File: src/rtl/pri_dec_if.sv
// Decoder handshake and output bundle shared by pri_dec and its driver.
// master drives the code stream; slave is the decoder.
interface pri_dec_if;
  logic       en;
  logic       in_valid;
  logic [2:0] in_code;
  logic       in_par;
  logic       in_ready;
  logic [7:0] Y;
  logic       busy;
  logic       done;
  logic       err;

  modport master (
    output en, in_valid, in_code, in_par,
    input  in_ready, Y, busy, done, err
  );

  modport slave (
    input  en, in_valid, in_code, in_par,
    output in_ready, Y, busy, done, err
  );
endinterface

File: src/rtl/pri_dec.sv
// 3-to-8 one-hot decoder that holds each decoded code for PULSE_LEN cycles.
// Optional odd-parity checking on accepted codes is enabled by macro PRI_DEC_PARITY_EN.
module pri_dec #(
  parameter int unsigned PULSE_LEN = 4
) (
  input logic  clk,
  input logic  rst_n,
  pri_dec_if.slave io_bus
);

  localparam int unsigned CntW = $clog2(PULSE_LEN + 1);
  localparam logic [CntW-1:0] CntLoad = CntW'(PULSE_LEN);
  localparam logic [CntW-1:0] CntOne  = CntW'(1);

  typedef enum logic {StIdle, StHold} state_e;

  state_e          r_state, w_state_d;
  logic [CntW-1:0] r_cnt, w_cnt_d;
  logic [7:0]      r_y, w_y_d;
  logic            w_last;
  logic            w_ready;
  logic            w_accept;
  logic            w_par_ok;
  logic [7:0]      w_onehot;

  assign w_last   = (r_state == StHold) && (r_cnt == CntOne);
  // Gated by rst_n so the handshake stays closed for the whole reset interval.
  assign w_ready  = rst_n && io_bus.en && ((r_state == StIdle) || w_last);
  assign w_accept = io_bus.in_valid && w_ready;
  assign w_onehot = 8'b1 << io_bus.in_code;

`ifdef PRI_DEC_PARITY_EN
  logic r_err;

  assign w_par_ok = ^{io_bus.in_code, io_bus.in_par};

  always_ff @(posedge clk or negedge rst_n) begin
    if (!rst_n) begin
      r_err <= 1'b0;
    end else begin
      r_err <= w_accept && !w_par_ok;
    end
  end
`else
  logic w_unused_par;

  assign w_par_ok     = 1'b1;
  assign w_unused_par = io_bus.in_par;
`endif

  always_ff @(posedge clk or negedge rst_n) begin
    if (!rst_n) begin
      r_state <= StIdle;
      r_cnt   <= '0;
      r_y     <= 8'h00;
    end else begin
      r_state <= w_state_d;
      r_cnt   <= w_cnt_d;
      r_y     <= w_y_d;
    end
  end

  always_comb begin
    w_state_d = r_state;
    w_cnt_d   = r_cnt;
    w_y_d     = r_y;
    if (!io_bus.en) begin
      w_state_d = StIdle;
      w_cnt_d   = '0;
      w_y_d     = 8'h00;
    end else begin
      unique case (r_state)
        StIdle: begin
          if (w_accept && w_par_ok) begin
            w_state_d = StHold;
            w_cnt_d   = CntLoad;
            w_y_d     = w_onehot;
          end
        end
        StHold: begin
          if (r_cnt == CntOne) begin
            // A good code on the last cycle reloads with no zero gap.
            if (w_accept && w_par_ok) begin
              w_cnt_d = CntLoad;
              w_y_d   = w_onehot;
            end else begin
              w_state_d = StIdle;
              w_cnt_d   = '0;
              w_y_d     = 8'h00;
            end
          end else begin
            w_cnt_d = r_cnt - CntOne;
          end
        end
        default: begin
          w_state_d = StIdle;
          w_cnt_d   = '0;
          w_y_d     = 8'h00;
        end
      endcase
    end
  end

  always_comb begin
    io_bus.in_ready = w_ready;
    io_bus.Y        = r_y;
    io_bus.busy     = (r_state == StHold);
    io_bus.done     = io_bus.en && w_last;
`ifdef PRI_DEC_PARITY_EN
    io_bus.err      = r_err;
`else
    io_bus.err      = 1'b0;
`endif
  end

endmodule

File: src/flat_wrapper.sv
// flat-port wrapper written by rule: the top's interface ports become plain ports
module pri_dec_flat 
#(
  parameter int unsigned PULSE_LEN = 4
)
  (clk, rst_n, io_bus_en, io_bus_in_valid, io_bus_in_code, io_bus_in_par, io_bus_in_ready, io_bus_Y, io_bus_busy, io_bus_done, io_bus_err);
  pri_dec_if io_bus_i ();
  input logic clk;
  input logic rst_n;
  input wire logic [$bits(io_bus_i.en)-1:0] io_bus_en;
  input wire logic [$bits(io_bus_i.in_valid)-1:0] io_bus_in_valid;
  input wire logic [$bits(io_bus_i.in_code)-1:0] io_bus_in_code;
  input wire logic [$bits(io_bus_i.in_par)-1:0] io_bus_in_par;
  output wire logic [$bits(io_bus_i.in_ready)-1:0] io_bus_in_ready;
  output wire logic [$bits(io_bus_i.Y)-1:0] io_bus_Y;
  output wire logic [$bits(io_bus_i.busy)-1:0] io_bus_busy;
  output wire logic [$bits(io_bus_i.done)-1:0] io_bus_done;
  output wire logic [$bits(io_bus_i.err)-1:0] io_bus_err;
  assign io_bus_i.en = io_bus_en;
  assign io_bus_i.in_valid = io_bus_in_valid;
  assign io_bus_i.in_code = io_bus_in_code;
  assign io_bus_i.in_par = io_bus_in_par;
  assign io_bus_in_ready = io_bus_i.in_ready;
  assign io_bus_Y = io_bus_i.Y;
  assign io_bus_busy = io_bus_i.busy;
  assign io_bus_done = io_bus_i.done;
  assign io_bus_err = io_bus_i.err;
  pri_dec #(.PULSE_LEN(PULSE_LEN)) u_core (.clk(clk), .rst_n(rst_n), .io_bus(io_bus_i));
endmodule
File: config.mk
export PLATFORM = sky130hd
export DESIGN_NAME = pri_dec_flat
export DESIGN_NICKNAME = d
export VERILOG_FILES = /design/src/rtl/pri_dec_if.sv /design/src/rtl/pri_dec.sv /design/src/flat_wrapper.sv
export SDC_FILE = /design/constraint.sdc
export NUM_CORES = 1
export LEC_CHECK = 0
export ABC_AREA = 1
export CAP_MARGIN = 15
export CORE_MARGIN = 5
export CORE_UTILIZATION = 40
export DETAILED_ROUTE_END_ITERATION = 6
export GPL_ROUTABILITY_DRIVEN = 0
export PLACE_DENSITY_LB_ADDON = 0.08
export SLEW_MARGIN = 20
export SYNTH_ARGS = -nofsm -noshare
export SYNTH_HDL_FRONTEND = slang
export SYNTH_SLANG_ARGS = --single-unit
File: constraint.sdc
create_clock -name clk -period 1.8 [get_ports clk]
set_input_delay 0.36 -clock clk [delete_from_list [all_inputs] [get_ports clk]]
set_output_delay 0.36 -clock clk [all_outputs]
set_load 0.02 [all_outputs]
Yosys cells after proc, flatten, opt, wreduce, memory -nomap -nowiden
Cells that the tools add are included.
{"block": "totals", "output_inout_bits": 12, "regBits": 12, "inputBits": 8}
{"block": "classes", "add_sub_neg": 1, "bitwise": 1, "n_reduce_logical": 7, "shift": 1, "n_mux": 14, "eq_ne": 3}
{"op": "$mux 8", "n": 4}
{"op": "$pmux 8 s2", "n": 1}
{"op": "$mux 3", "n": 4}
{"op": "$shl 1x3->8 const A", "n": 1}
{"op": "$pmux 3 s2", "n": 1}
{"op": "$logic_and 1x1->1", "n": 5}
{"op": "$eq 3x1->1 const B", "n": 1}
{"op": "$mux 1", "n": 3}
{"op": "$ne 3x2->1 const B", "n": 1}
{"op": "$ne 3x3->1 const B", "n": 1}
{"op": "$sub 3x1->3 const B", "n": 1}
{"op": "$pmux 1 s2", "n": 1}
{"op": "$reduce_and 2->1", "n": 1}
{"op": "$logic_or 1x1->1", "n": 1}
{"op": "$not 1->1", "n": 1}

Longest topological paths before layout
{"block": "logic_depth", "word_depth": 9, "depth_mapped": 10}

Least setup slack after synthesis
OpenSTA, ideal clock, no wires.
{"block": "synth_timing", "kind": "register to output", "startpoint": "reg u_core.r_cnt[1]", "endpoint": "out io_bus_in_ready", "stages_incl_launch_ff": 7, "slack_ns": 0.407, "arrival_ns": 1.033, "n_path_buf": 0, "t_required_ns": 1.440, "cell_sequence": "dfrtp_1 > inv_1 > ha_1 > nand2_2 > inv_2 > nor2_4 > nor2_1"}
{"block": "synth_via", "elab_chain_len": 4}
{"item": "start: declaration", "line": "pri_dec.sv:18", "rtl": "logic [CntW-1:0] r_cnt, w_cnt_d;"}
{"item": "start signal: assignment", "line": "pri_dec.sv:58", "rtl": "r_cnt <= w_cnt_d;"}
{"item": "$eq 3x1->1", "line": "pri_dec.sv:26", "rtl": "assign w_last = (r_state == StHold) && (r_cnt == CntOne);"}
{"item": "$logic_and 1x1->1", "line": "pri_dec.sv:26"}
{"item": "$logic_or 1x1->1", "line": "pri_dec.sv:28", "rtl": "assign w_ready = rst_n && io_bus.en && ((r_state == StIdle) || w_last);"}
{"item": "$logic_and 1x1->1", "line": "pri_dec.sv:28"}
{"item": "end: declaration", "line": "flat_wrapper.sv:14", "rtl": "output wire logic [$bits(io_bus_i.in_ready)-1:0] io_bus_in_ready;"}
No other way between the ends.

Worst setup path after layout
Same ends and word-level chain as after synthesis.

==> run summary <==
Largest net degree at the start of global routing -> 14
Sum Neg Setup Slack -> 0 ps
Total length of routed wires -> 1250 um
Critical path arrival -> 1280 ps
Largest area contributor in the netlist -> dfrtp_1
Worst clock skew -> 2.39 ps
RSZ-0062 raised after global routing -> no
Die Y-Extent -> 50.3 um
Yosys reg bits -> 12
P_int -> 467 uW
Layout cells sized above 1 -> 19.5%
Reg2Reg Setup Slack -> 420 ps
Commonest non-fill, non-tap cell in the layout -> nand2_1
Post-Synthesis Cell Area -> 651 sq um
Reg2reg path depth -> 9
First-pass GRT wire length -> 2380 um
Clock Path Buffers -> 2
CP max stage delay -> 360 ps
Die X -> 50.3 um
Final setup viols -> 0
Avg Cell Area, Syn -> 7.57 sq um
DRT Pass-1 Iters -> 4
Syn Nets -> 96
Initial antenna violation count -> 0
Startpoint type of the worst setup path -> flip-flop
Clock power share -> 33.0%
Sequential area share after synthesis -> 46.2%
CP endpoint kind -> output pin
Most frequent cells in the layout -> nand2_1, clkdlybuf4s50_1, nor2_1, dfrtp_1, inv_1
Maximum vdd drop -> 0.387 mV
Worst-path clk slew -> 70 ps
Crit-path slowest cell -> dfrtp_1
Area of the die -> 2530 sq um
Routed len/inst -> 9.71 um
YS warnings -> 0
Pwr dens -> 704 nW/um^2
Skew-Pair Late Insertion Delay -> 270 ps
Dpl ws -> -219 ps
Number of distinct library cells after synthesis -> 16
Final ANT Viol Nets -> 0
IO buf count -> 17
Total gr overflow -> 0
Top post-synthesis cells by area -> dfrtp_1, nand2_1, nor2_1
Sw Share -> 27.3%
Reg2reg end -> u_core.io_bus.Y[7]
Critical Path RT -> 1440 ps
Final Util -> 59.9%
Initial Util -> 42.7%
Worst-path fanout max -> 3
Max-slew violation count -> 0
CORE AREA -> 1520 sq um
Period utilisation layout -> 91.2%
P&R area growth vs syn -> 40.2%
Slack of the critical path -> 158 ps
Crit. Startpoint -> u_core.r_cnt[1]
Sequential share of power -> 45.0%
Antenna diodes -> 0
Max-cap viol count -> 0
Overall Global Routing Usage -> 12.0%
CTS buffer count -> 3
Placed wire-length estimate -> 1010 um
CTS root buf -> clkbuf_4
Hold WS -> 480 ps
FMAX -> 609 MHz
Vias per inst -> 4.52
Final hold viol count -> 0
Initial DRC count -> 4
CTS tree -> yes
H-Tree Depth -> 1
Yosys top cell area share -> 46.2%
Fillers -> 151
I/O pin count -> 20
Reg-to-reg startpoint -> u_core.r_cnt[1]
Status -> completed
Rows -> 14
DR vias -> 583
Sink Count -> 12
Final net count -> 124
Placed inst area -> 886 sq um
# DRC -> 0
Psw -> 175 uW
Fin crit period -> 1640 ps
Final instance area -> 912 sq um
Setup CP Type -> flip-flop to output pin
Cell Chain, Critical Path -> inv_1, ha_1, nand2_2, inv_2, nor2_4, nor2_1, clkbuf_2
Instance count of the mapped netlist -> 86
Min-delay worst type -> primary input to asynchronous set/reset pin
Leakage -> 0.000500 uW
Share of total power in combinational logic -> 22.0%
Vias in the first global route -> 584
-- metrics by stage --
step                power [uW]  cells
finish                     642    129
global route               681    129
CTS                        651    129
detailed placement         440    125
global placement           438    125
floorplan                  375     86
-- flip-flops by register name, indices dropped and copies added, names as in the netlist --
register            count
u_core.io_bus.busy      1
u_core.r_cnt            3
u_core.io_bus.Y         8
-- power by group through the flow --
stage          sequential, uW  clock, uW  combinational [uW]
4_1_cts                   289        217                 144
3_3_place_gp              294          0                 144
5_1_grt                   291        230                 161
2_1_floorplan             301          0                74.4
6_report                  289        212                 141
3_5_place_dp              295          0                 145
-- area by class of cell --
cell class / instances / area (sq um) / share of cell area (%)
Multi-Input combinational cell: 63 / 305 / 33.5
Sequential cell: 12 / 300 / 32.9
Timing Repair Buffer: 24 / 213 / 23.3
Inverter: 10 / 37.5 / 4.12
Clock buffer: 4 / 36.3 / 3.98
Tap cell: 16 / 20.0 / 2.19
-- metal layers --
metal	share of wire [%]	track usage, %	wire length (um)
met5	0	0	0
met4	3.0	7.66	38
met3	5.4	2.07	67
met2	46	18.2	572
met1	46	15.6	574
-- Yosys cell counts --
master    n
nand3_1   1
nor3_4    1
ha_1      2
nand2_1  38
dfrtp_1  12
nand2_2   3
mux2i_1   1
nor2_1   12
o22ai_1   1
nand3_2   1
nand2_4   1
buf_4     1
nor2_4    1
inv_1     8
inv_2     2
conb_1    1
-- worst max-delay path by stage --
stage	to	slack, ps	cells past startpoint
after floorplan	io_bus_in_ready	410	6
after global placement	io_bus_in_ready	-220	4
after detailed placement	io_bus_in_ready	-220	4
after CTS	io_bus_in_ready	9	7
after global routing	io_bus_in_ready	70	7
final	io_bus_in_ready	160	7
-- worst max-delay path: cells and delay by family, from the launching register on --
family                     cells  cell delay, ps
adders and majority gates      1             150
buffers and inverters          3             320
DFF                            1             360
and+or+nand+nor                3             180
-- logic make-up (layout without fill, tap and decap cells) --
kind of cell               after synthesis  in the layout  share of synthesized area, %
adders and majority gates                2              2                          3.85
buffers and inverters                   11             38                          6.92
DFF                                     12             12                          46.2
other                                    1              1                         0.576
and+or+nand+nor                         58             58                          40.0
muxes                                    1              1                          1.54
AOI/OAI and AO/OA                        1              1                         0.962
-- what timing repair did --
action                                  in CTS  in global routing
endpoints found under the setup margin       2                  2
pin swaps                                    0                  0
hold buffers                                 0                  0
setup buffers                                0                  0
hold endpoints to repair                     0                  0
resized for setup                            3                  3
Power figures use the tool's default switching activity.
